`src/rtl/phys_bus_master_pkg.sv`:
```
// Shared definitions for the MEM-stage Wishbone master: FSM state codes,
// the default bus timeout and the one-hot slave select codes shared with the TLB.
package phys_bus_master_pkg;

    typedef enum logic [1:0] {
        PBM_IDLE = 2'd0,
        PBM_BUSY = 2'd1,
        PBM_DONE = 2'd2
    } pbm_state_t;

    localparam int PBM_TIMEOUT = 255;

    // One-hot slave selects; the all-zero code means the address is unmapped
    localparam logic [15:0] WB_SELECT_RAM  = 16'h0001;
    localparam logic [15:0] WB_SELECT_ROM  = 16'h0002;
    localparam logic [15:0] WB_SELECT_UART = 16'h0004;

endpackage

```
`src/rtl/phys_bus_master_timeout_cnt.sv`:
```
// 8-bit BUSY-cycle counter with a terminal-count flag that marks the last
// cycle a slave is allowed before the master aborts the access.
module phys_bus_master_timeout_cnt #(
    parameter int TIMEOUT = 255
) (
    input  logic clk,
    input  logic rst,
    input  logic clear,
    input  logic enable,
    output logic tc
);

    logic [7:0] count_reg;

    always_ff @(posedge clk) begin
        if (rst) begin
            count_reg <= '0;
        end else if (clear) begin
            count_reg <= '0;
        end else if (enable) begin
            count_reg <= count_reg + 8'd1;
        end
    end

    // count_reg holds completed BUSY cycles, so this cycle is the TIMEOUT-th one
    assign tc = (count_reg == 8'(TIMEOUT - 1));

endmodule

```
`src/rtl/phys_bus_master.sv`:
```
// Wishbone classic single-cycle master behind the TLB: one access at a time,
// stalls the pipeline while busy and reports read data / bus error in DONE.
module phys_bus_master
    import phys_bus_master_pkg::*;
#(
    parameter int DATA_W  = 32,
    parameter int SEL_W   = 16,
    parameter int TIMEOUT = PBM_TIMEOUT
) (
    input  logic              clk,
    input  logic              rst,
    input  logic              cpu_ce,
    input  logic              cpu_we,
    input  logic [DATA_W-1:0] cpu_addr,
    input  logic [SEL_W-1:0]  cpu_slave,
    input  logic [3:0]        cpu_be,
    input  logic [DATA_W-1:0] cpu_wdata,
    input  logic              cpu_stall_i,
    input  logic              flush,
    output logic [DATA_W-1:0] cpu_rdata,
    output logic              cpu_bus_err,
    output logic              stall_req,
    output logic              wb_cyc_o,
    output logic              wb_stb_o,
    output logic              wb_we_o,
    output logic [DATA_W-1:0] wb_adr_o,
    output logic [3:0]        wb_sel_o,
    output logic [DATA_W-1:0] wb_dat_o,
    output logic [SEL_W-1:0]  wb_slave_o,
    input  logic [DATA_W-1:0] wb_dat_i,
    input  logic              wb_ack_i,
    input  logic              wb_err_i
);

    pbm_state_t        state_reg, state_next;
    logic              cyc_reg, cyc_next;
    logic              we_reg, we_next;
    logic [DATA_W-1:0] adr_reg, adr_next;
    logic [3:0]        sel_reg, sel_next;
    logic [DATA_W-1:0] dat_reg, dat_next;
    logic [SEL_W-1:0]  slave_reg, slave_next;
    logic [DATA_W-1:0] rdata_reg, rdata_next;
    logic              err_reg, err_next;
    logic              cnt_clear, cnt_en, cnt_tc;

    phys_bus_master_timeout_cnt #(
        .TIMEOUT (TIMEOUT)
    ) u_timeout (
        .clk    (clk),
        .rst    (rst),
        .clear  (cnt_clear),
        .enable (cnt_en),
        .tc     (cnt_tc)
    );

    always_comb begin
        state_next = state_reg;
        cyc_next   = cyc_reg;
        we_next    = we_reg;
        adr_next   = adr_reg;
        sel_next   = sel_reg;
        dat_next   = dat_reg;
        slave_next = slave_reg;
        rdata_next = rdata_reg;
        err_next   = err_reg;
        stall_req  = 1'b0;
        cnt_clear  = 1'b0;
        cnt_en     = 1'b0;

        case (state_reg)
            PBM_IDLE: begin
                stall_req = cpu_ce & ~flush;
                if (cpu_ce && !flush) begin
                    if (|cpu_slave) begin
                        we_next    = cpu_we;
                        adr_next   = cpu_addr;
                        sel_next   = cpu_be;
                        dat_next   = cpu_wdata;
                        slave_next = cpu_slave;
                        cyc_next   = 1'b1;
                        cnt_clear  = 1'b1;
                        state_next = PBM_BUSY;
                    end else begin
                        // Unmapped address: fail without touching the bus
                        rdata_next = '0;
                        err_next   = 1'b1;
                        state_next = PBM_DONE;
                    end
                end
            end
            PBM_BUSY: begin
                stall_req = 1'b1;
                cnt_en    = 1'b1;
                if (flush) begin
                    cyc_next   = 1'b0;
                    state_next = PBM_IDLE;
                end else if (wb_err_i) begin
                    cyc_next   = 1'b0;
                    rdata_next = '0;
                    err_next   = 1'b1;
                    state_next = PBM_DONE;
                end else if (wb_ack_i) begin
                    cyc_next   = 1'b0;
                    rdata_next = we_reg ? '0 : wb_dat_i;
                    err_next   = 1'b0;
                    state_next = PBM_DONE;
                end else if (cnt_tc) begin
                    cyc_next   = 1'b0;
                    rdata_next = '0;
                    err_next   = 1'b1;
                    state_next = PBM_DONE;
                end
            end
            PBM_DONE: begin
                // Results held until the pipeline actually advances past MEM
                if (!cpu_stall_i || flush) begin
                    err_next   = 1'b0;
                    state_next = PBM_IDLE;
                end
            end
            default: begin
                cyc_next   = 1'b0;
                state_next = PBM_IDLE;
            end
        endcase
    end

    always_ff @(posedge clk) begin
        if (rst) begin
            state_reg <= PBM_IDLE;
            cyc_reg   <= 1'b0;
            we_reg    <= 1'b0;
            adr_reg   <= '0;
            sel_reg   <= '0;
            dat_reg   <= '0;
            slave_reg <= '0;
            rdata_reg <= '0;
            err_reg   <= 1'b0;
        end else begin
            state_reg <= state_next;
            cyc_reg   <= cyc_next;
            we_reg    <= we_next;
            adr_reg   <= adr_next;
            sel_reg   <= sel_next;
            dat_reg   <= dat_next;
            slave_reg <= slave_next;
            rdata_reg <= rdata_next;
            err_reg   <= err_next;
        end
    end

    assign wb_cyc_o    = cyc_reg;
    assign wb_stb_o    = cyc_reg;
    assign wb_we_o     = we_reg;
    assign wb_adr_o    = adr_reg;
    assign wb_sel_o    = sel_reg;
    assign wb_dat_o    = dat_reg;
    assign wb_slave_o  = slave_reg;
    assign cpu_rdata   = rdata_reg;
    assign cpu_bus_err = err_reg;

endmodule

```
`config.mk`:
```
export PLATFORM = sky130hd
export DESIGN_NAME = phys_bus_master
export DESIGN_NICKNAME = d
export VERILOG_FILES = /design/src/rtl/phys_bus_master_pkg.sv /design/src/rtl/phys_bus_master_timeout_cnt.sv /design/src/rtl/phys_bus_master.sv
export SDC_FILE = /design/constraint.sdc
export NUM_CORES = 1
export LEC_CHECK = 0
export BUFFER_PORTS_ARGS = -buffer_cell sky130_fd_sc_hd__buf_4
export CAP_MARGIN = 40
export CORE_UTILIZATION = 50
export DETAILED_ROUTE_END_ITERATION = 6
export PLACE_DENSITY_LB_ADDON = 0.1
export SLEW_MARGIN = 20
export SYNTH_ARGS = -nofsm -noshare
export SYNTH_HDL_FRONTEND = slang
export SYNTH_SLANG_ARGS = --single-unit
```
`constraint.sdc`:
```
create_clock -name clk -period 4.4 [get_ports clk]
set_input_delay 1.1 -clock clk [delete_from_list [all_inputs] [get_ports clk]]
set_output_delay 1.1 -clock clk [all_outputs]
set_load 0.05 [all_outputs]
```
### After elaboration in Yosys (flattened, before gate mapping)

Index checks and enable logic that the tools add are counted.

| storage, ports and cells | value |
|---|---|
| bits in registers | 129 |
| output and inout port bits | 121 |

| cells by class | value |
|---|---|
| reduce and logical (&&, ||, !) cells | 14 |
| mux-type cells | 36 |
| equality and inequality tests | 10 |
| add/subtract/negate cells | 1 |
| bitwise logic cells | 3 |

Operator list:

| cell | count |
|---|---|
| $mux 32 | 7 |
| $pmux 32 s2 | 1 |
| $mux 1 | 17 |
| $reduce_or 16->1 | 1 |
| $mux 2 | 7 |
| $ne 2x2->1 const B | 5 |
| $add 8x1->8 const B | 1 |
| $eq 8x8->1 const B | 1 |
| $pmux 1 s3 | 2 |
| $pmux 2 s3 | 1 |
| $reduce_and 3->1 | 2 |
| $reduce_and 6->1 | 1 |
| $ne 5x5->1 const B | 1 |
| $reduce_and 5->1 | 1 |
| $ne 4x4->1 const B | 1 |
| $reduce_and 4->1 | 1 |
| $reduce_bool 3->1 | 1 |
| $eq 2x1->1 const B | 1 |
| $eq 2x2->1 const B | 1 |
| $logic_not 1->1 | 2 |
| $logic_not 2->1 | 1 |
| $not 1->1 | 2 |
| $pmux 1 s2 | 1 |
| $reduce_bool 2->1 | 1 |
| 4 further kinds | 4 |

### Longest topological paths before layout

Gate-level depths: netlist (run 1).

| logic depth | value |
|---|---|
| word-level depth | 6 |
| depth in mapped cells | 8 |
| depth with buffers taken out | 6 |

### Modules after synthesis

Synthesis (run 1) repeated with hierarchy kept, for this count alone.

| second synthesis, totals | value |
|---|---|
| cell total of the unflattened synthesis | 604 |
| area total of the unflattened synthesis | 5049.8 um2 |

By module, submodules not included:

| module | area an instance (um2) | seq. area each (um2) | times used | cells an instance |
|---|---|---|---|---|
| phys_bus_master | 4682.0 | 2422.3 | 1 | 562 |
| phys_bus_master_timeout_cnt | 367.9 | 160.2 | 1 | 42 |

### Worst setup path after synthesis (run 1)

OpenSTA, ideal clock, no wires.

| path | value |
|---|---|
| kind | input-to-reg |
| start | input cpu_slave[15] |
| end | register adr_reg[0] (netlist: wb_adr_o[0]) |
| arrival | 2.675 ns |
| cell stages on the path | 6 |
| buffers on the path | 2 |
| library setup time | 0.070 ns |
| data required time | 4.330 ns |
| path slack | 1.655 ns |
| cells stage by stage | or4_1 -> o41ai_4 -> buf_4 -> buf_6 -> nand2_1 -> a21oi_1 |

| on the way | value |
|---|---|
| cells in the longest elaborated chain, start to end | 2 |

Ends and longest elaborated chain:

| item | line | RTL |
|---|---|---|
| start: declaration | phys_bus_master.sv:15 | `input logic [SEL_W-1:0] cpu_slave,` |
| $reduce_or 16->1 | phys_bus_master.sv:74 | `if (\|cpu_slave) begin` |
| $reduce_and 3->1 (no source line) | n/a |  |
| end signal: assignment | phys_bus_master.sv:143 | `adr_reg <= adr_next;` |
| end: declaration | phys_bus_master.sv:38 | `logic [DATA_W-1:0] adr_reg, adr_next;` |

Every way passes these cells.
A chain may end at the register's enable or synchronous reset.

### Final worst setup path (run 1)

| path | value |
|---|---|
| start | input flush |
| end | output stall_req |

| on the way | value |
|---|---|
| cells in the longest elaborated chain, start to end | 3 |

Ends and longest elaborated chain:

| item | line | RTL |
|---|---|---|
| start: declaration | phys_bus_master.sv:19 | `input logic flush,` |
| $not 1->1 | phys_bus_master.sv:72 | `stall_req = cpu_ce & ~flush;` |
| $and 1x1->1 | phys_bus_master.sv:72 |  |
| $pmux 1 s2 | phys_bus_master.sv:70 | `case (state_reg)` |
| end: declaration | phys_bus_master.sv:22 | `output logic stall_req,` |

Every way passes these cells.

==> reports/qor.yml, run 1 <==
pwr-share-clk_pct: 37.5
wl_per_cell_um: 14.5
worstSkewPairLatency_ns: 0.51
cts_buffer_depth: 2
worstHoldStart: "wb_slave_o[13]$_SDFFE_PP0P_"
pre_cts_ws_ns: 1.15
cp-start-kind: "primary input"
crit_arrival_ns: 1.81
setup_viol: 0
cts-hold-fix-buffers: 0
clkSinkCount: 129
ioPinCount: 245
first_global_vias: 4560
slew_headroom_pct: 45.0
synthFlopType: "dfxtp_1"
grt_overflow: 0
power_density_nw_per_um2: 527
tightest_slew_ns: 0.817
fin_area_um2: 7590
grt_setup_unrepaired: "false"
globalRouteMet2Util_pct: 44.9
drc: 0
p_leak_uw: 0.00344
num_antenna_cells: 0
grt_max_degree: 85
slew_violations: 0
syn_area_um2: 5100
synth_top_area_cell: "dfxtp_1"
hold_class: "flip-flop to flip-flop"
yosysWarnings: 0
async_flop_share_pct: 0
grt_pass1_wl_um: 21300
critPathRequiredTime_ns: 3.30
gr-usage-met1_pct: 29.5
io_buffers: 244
synth_cells: 604
period_minus_slack_ns: 2.91
synth.most_common_cell: "nand2_1"
met3_usage_pct: 9.49
yosysSeqAreaShare_pct: 50.6
dp.cells: 946
first_iter_violations: 190
synth_seq_cells: 129
synth_cell_types: 38
maxCapViolCount: 0
synth_top_area_share_pct: 50.6
htree_levels: 4
antenna_found_initial: 0
power_switching_uw: 1320
end_kind: "primary output"
num-nets-final: 961
fin_ws_ns: 1.49
dpl.hpwl_um: 10000
crit_start: "flush"
skew_ns: 0.00543
viasPerCell: 5.03
top_usage_layer: "met2"
fp.dieH_um: 103
ctsRootBufferMaster: "clkbuf_8"
drt-pass1-iter-count: 4
core_um2: 9820
cts_tree: "built"
ys_top_cells_by_area: "dfxtp_1 51%, nand2_1 15%, a21oi_1 8.5%"
tns_ns: 0
wl_um: 14200
grt_util_all_layers_pct: 26.4
syn_avg_cell_area_um2: 8.45
synth_nets: 733
seq_power_share_pct: 33.9
period_share_pct: 66.2
hold_viol_final: 0
die_x_um: 103
clk_pin_slew_ns: 0.06
syn_to_final_growth_pct: 48.7
place_area_um2: 6960
ant_nets: 0
status: "finished, final reports clean"
fmax_mhz: 343
rows: 36
combinationalPowerShare_pct: 28.6
p_int_uw: 2680
cts-resized-gates: 0
regToRegStartpoint: "state_reg[0]$_SDFFE_PP0P_"
start_util_pct: 52.0
synthTopCellsByCount: "207 x nand2_1, 129 x dfxtp_1, 87 x a21oi_1"
holdWs_ns: 0.454
switching_share_pct: 33.0
numCtsBuffers: 17
cts_setup_buffers: 0
crit_type: "primary input to primary output"
die_area_um2: 10600
synth_edf_count: 0
fin_cells: 978
dr_total_vias: 4921
finalWeightedCongestion: 0.879
ir_drop_mv: 0.274
drive_gt1_share_pct: 33.8
critPathMaxFanout: 8
-- per-stage QoR --
step	util, %	power, uW
2_1_floorplan	-	2180
3_3_place_gp	70.9	2500
3_5_place_dp	70.9	2520
4_1_cts	77.3	4020
5_1_grt	77.3	4170
6_report	77.3	4000
-- layout by cell type (no fill, tap or decap), types with 2 or more instances in the layout --
cell         n
a211oi_1     2
o41ai_4      2
nor2_1      14
nor3_1       2
xnor2_1      4
ha_1         5
clkbuf_8     3
buf_4      249
xor2_1       3
mux2i_1     33
nand4_1      4
nand2b_1    37
nand2_1    207
clkbuf_16   16
nand3b_1     2
nor4_1       4
or4_1        3
dfxtp_1    129
nand3_1      2
clkinv_2     3
clkbuf_1     3
o21ai_0      2
bufinv_16    5
inv_1        5
a21oi_1     87
-- final cells by class --
cell class                      count  area (um2)
Sequential cell                   129        2580
Multi-Input combinational cell    429        2300
Fill cell                         707        2230
Timing Repair Buffer              250        1890
Clock buffer                       22         453
Clock inverter                     10         181
Tap cell                          133         166
Inverter                            5        18.8
-- kinds of logic (layout without fill, tap and decap cells) --
kind of cell / count (synthesis) / count (layout) / synth area share, %
multiplexers: 33 / 33 / 6.47
AND/OR/NAND/NOR: 282 / 282 / 24.1
adder cells (fa/ha/maj): 5 / 5 / 1.23
AO/OA/AOI/OAI: 102 / 102 / 11.6
buffers and inverters: 46 / 287 / 4.80
flip-flops: 129 / 129 / 50.6
XOR/XNOR: 7 / 7 / 1.20
-- power groups by stage --
stage          clock [uW]  combinational [uW]  sequential, uW
4_1_cts              1510                1150            1360
2_1_floorplan           0                 456            1730
3_3_place_gp            0                1120            1370
3_5_place_dp            0                1140            1380
6_report             1500                1140            1360
5_1_grt              1580                1220            1370
-- final timing paths --
path                                 end  slack (ns)  cells after the start
max                            stall_req        1.49                      4
min          wb_slave_o[13]$_SDFFE_PP0P_        0.45                      2
max reg2reg    wb_dat_o[13]$_SDFFE_PP0P_        1.90                      7
min reg2reg  wb_slave_o[13]$_SDFFE_PP0P_        0.45                      2
-- worst max-delay path: stages --
cell      delay [ns]
buf_4           0.14
nand3b_1        0.25
nand2_1         0.12
buf_4           0.20
-- per-layer routing --
metal	vias to the layer above	part of all wire, %
met5	-	0
met4	0	2.6
met3	25	8.8
met2	192	50
met1	2265	39
li1	2439	-
(Power assumes the default switching activity.)
==> inputs of run 2 (changes only) <==
--- a/config.mk
+++ b/config.mk
@@ -5,9 +5,10 @@
 export SDC_FILE = /design/constraint.sdc
 export NUM_CORES = 1
 export LEC_CHECK = 0
+export ABC_AREA = 1
 export BUFFER_PORTS_ARGS = -buffer_cell sky130_fd_sc_hd__buf_4
 export CAP_MARGIN = 40
-export CORE_UTILIZATION = 50
+export CORE_UTILIZATION = 46
 export DETAILED_ROUTE_END_ITERATION = 6
 export PLACE_DENSITY_LB_ADDON = 0.1
 export SLEW_MARGIN = 20
==> constraint.sdc (replaced) <==
create_clock -name clk -period 2.95 [get_ports clk]
set_input_delay 0.7375 -clock clk [delete_from_list [all_inputs] [get_ports clk]]
set_output_delay 0.7375 -clock clk [all_outputs]
set_load 0.05 [all_outputs]
==> reports/qor.yml, run 2 <==
status: "finished, final reports clean"
tightest_slew_ns: 0.571
cts-resized-gates: 0
final_common_cell: "buf_4"
period_minus_slack_ns: 2.50
numCtsBuffers: 17
crit_arrival_ns: 1.76
maxCapViolCount: 0
drt-pass1-iter-count: 5
antenna_found_initial: 0
cts_buffer_depth: 2
dp.cells: 1046
hold_viol_final: 0
dpl.hpwl_um: 10400
worstHoldStart: "rst"
worstSkewPairLatency_ns: 0.53
grt_pass1_wl_um: 23000
drc: 0
clkSinkCount: 129
end_kind: "primary output"
ioPinCount: 245
ant_nets: 0
start_util_pct: 47.5
core_um2: 10900
synth_nets: 833
synthTopCellsByCount: "233 x nor2_1, 129 x dfxtp_1, 77 x o21ai_0"
syn_to_final_growth_pct: 47.3
cts_tree: "built"
cp-start-kind: "flip-flop"
period_share_pct: 84.8
reg2reg_depth: 9
grt_max_degree: 87
layout_common_cells: "249 x buf_4, 231 x nor2_1, 129 x dfxtp_1, 77 x o21ai_0, 69 x nand3_1"
fin_cells: 1078
skew_ns: 0.0126
power_density_nw_per_um2: 1060
slew_headroom_pct: 61.9
syn_avg_cell_area_um2: 7.35
p_leak_uw: 0.00345
synth_top_area_cell: "dfxtp_1"
die_x_um: 108
synth_cells: 704
first_iter_violations: 393
synth_cell_types: 27
synth.most_common_cell: "nor2_1"
grt_setup_unrepaired: "false"
cts-hold-fix-buffers: 0
hold_class: "primary input to flip-flop"
fmax_mhz: 400
synth_edf_count: 0
grt_util_all_layers_pct: 25.5
r2r-end: "wb_dat_o[30]$_SDFFE_PP0P_"
syn_area_um2: 5170
grt_overflow: 0
regToRegStartpoint: "state_reg[0]$_SDFFE_PP0P_"
drive_gt1_share_pct: 31.4
cts_setup_buffers: 0
fp.dieH_um: 108
synth_seq_cells: 129
first_global_vias: 4926
ff_latch_area_um2: 2580
viasPerCell: 4.98
htree_levels: 4
ctsRootBufferMaster: "clkbuf_8"
ys_top_cells_by_area: "dfxtp_1 50%, nor2_1 17%, o21ai_0 7.4%"
synth_top_area_share_pct: 49.9
ir_drop_mv: 0.692
wl_per_cell_um: 13.8
multi_input_area_um2: 2270
io_buffers: 244
die_area_um2: 11700
clk_pin_slew_ns: 0.06
yosysWarnings: 0
async_flop_share_pct: 0
num_antenna_cells: 0
wl_um: 14900
synthFlopType: "dfxtp_1"
slew_violations: 0
yosysSeqAreaShare_pct: 49.9
dr_total_vias: 5366
rrSetupSlack_ns: 0.81
rows: 38
finalWeightedCongestion: 0.798
setup_viol: 0
filler_cell_count: 925
crit_start: "state_reg[0]$_SDFFE_PP0P_"
crit_type: "flip-flop to primary output"
crit_end: "stall_req"
tns_ns: 0
critPathMaxFanout: 6
num-nets-final: 1054
critPathRequiredTime_ns: 2.21
[run 2: stage by stage]
| stage | worst slack (ns) | hold WS, ns | area (um2) | utilization [%] | total power [uW] |
|---|---|---|---|---|---|
| floorplan | 0.768 | 0.474 | 5170 | - | 5040 |
| global placement | 0.702 | 0.463 | 7040 | 64.6 | 5960 |
| detailed placement | 0.610 | 0.472 | 7040 | 64.6 | 6040 |
| CTS | 0.440 | 0.387 | 7620 | 70.0 | 8120 |
| global route | 0.345 | 0.381 | 7620 | 70.0 | 8510 |
| finish | 0.448 | 0.402 | 7620 | 70.0 | 8080 |
[run 2: worst min path at each step]
stage / depth (start not counted) / to / slack [ns]
after detailed placement: 2 / wb_dat_o[11]$_SDFFE_PP0P_ / 0.47
after global placement: 2 / wb_adr_o[20]$_SDFFE_PP0P_ / 0.46
final: 2 / state_reg[0]$_SDFFE_PP0P_ / 0.40
after global routing: 2 / state_reg[0]$_SDFFE_PP0P_ / 0.38
after floorplan: 2 / u_timeout.count_reg[1]$_SDFFE_PP0P_ / 0.47
after CTS: 2 / state_reg[0]$_SDFFE_PP0P_ / 0.39
[run 2: metal layers]
| metal | routed length [um] | part of all wire, % | global-route usage (%) |
|---|---|---|---|
| met1 | 5620 | 38 | 26.7 |
| met2 | 7650 | 52 | 44.4 |
| met3 | 1230 | 8.3 | 11.0 |
| met4 | 357 | 2.4 | 10.4 |
| met5 | 0 | 0 | 0 |
[run 2: critical path: stages (launching register included)]
cell and delay (ns):
dfxtp_1 0.32, inv_1 0.10, ha_1 0.31, inv_2 0.10
o21ai_2 0.19, buf_4 0.23
[run 2: power breakdown]
| part | internal [uW] | switching [uW] |
|---|---|---|
| combinational | 1110 | 2560 |
| clock | 1330 | 739 |
| sequential | 2130 | 214 |
| total | 4560 | 3520 |
[run 2: layout make-up]
cell class / count / share of cell area (%)
Clock inverter: 10 / 1.76
Timing Repair Buffer: 253 / 25.6
Tap cell: 140 / 2.30
Clock buffer: 22 / 5.94
Sequential cell: 129 / 33.9
Multi-Input combinational cell: 509 / 29.8
Inverter: 15 / 0.739
[run 2: logic make-up (layout without fill, tap and decap cells)]
group	count (synthesis)	in the layout	share of synthesized area, %
DFF	129	129	49.9
buffers and inverters	66	300	6.33
xor gates and xnor gates	4	4	0.677
adders and majority gates	5	5	1.21
and+or+nand+nor	373	373	29.4
AOI/OAI and AO/OA	127	127	12.5
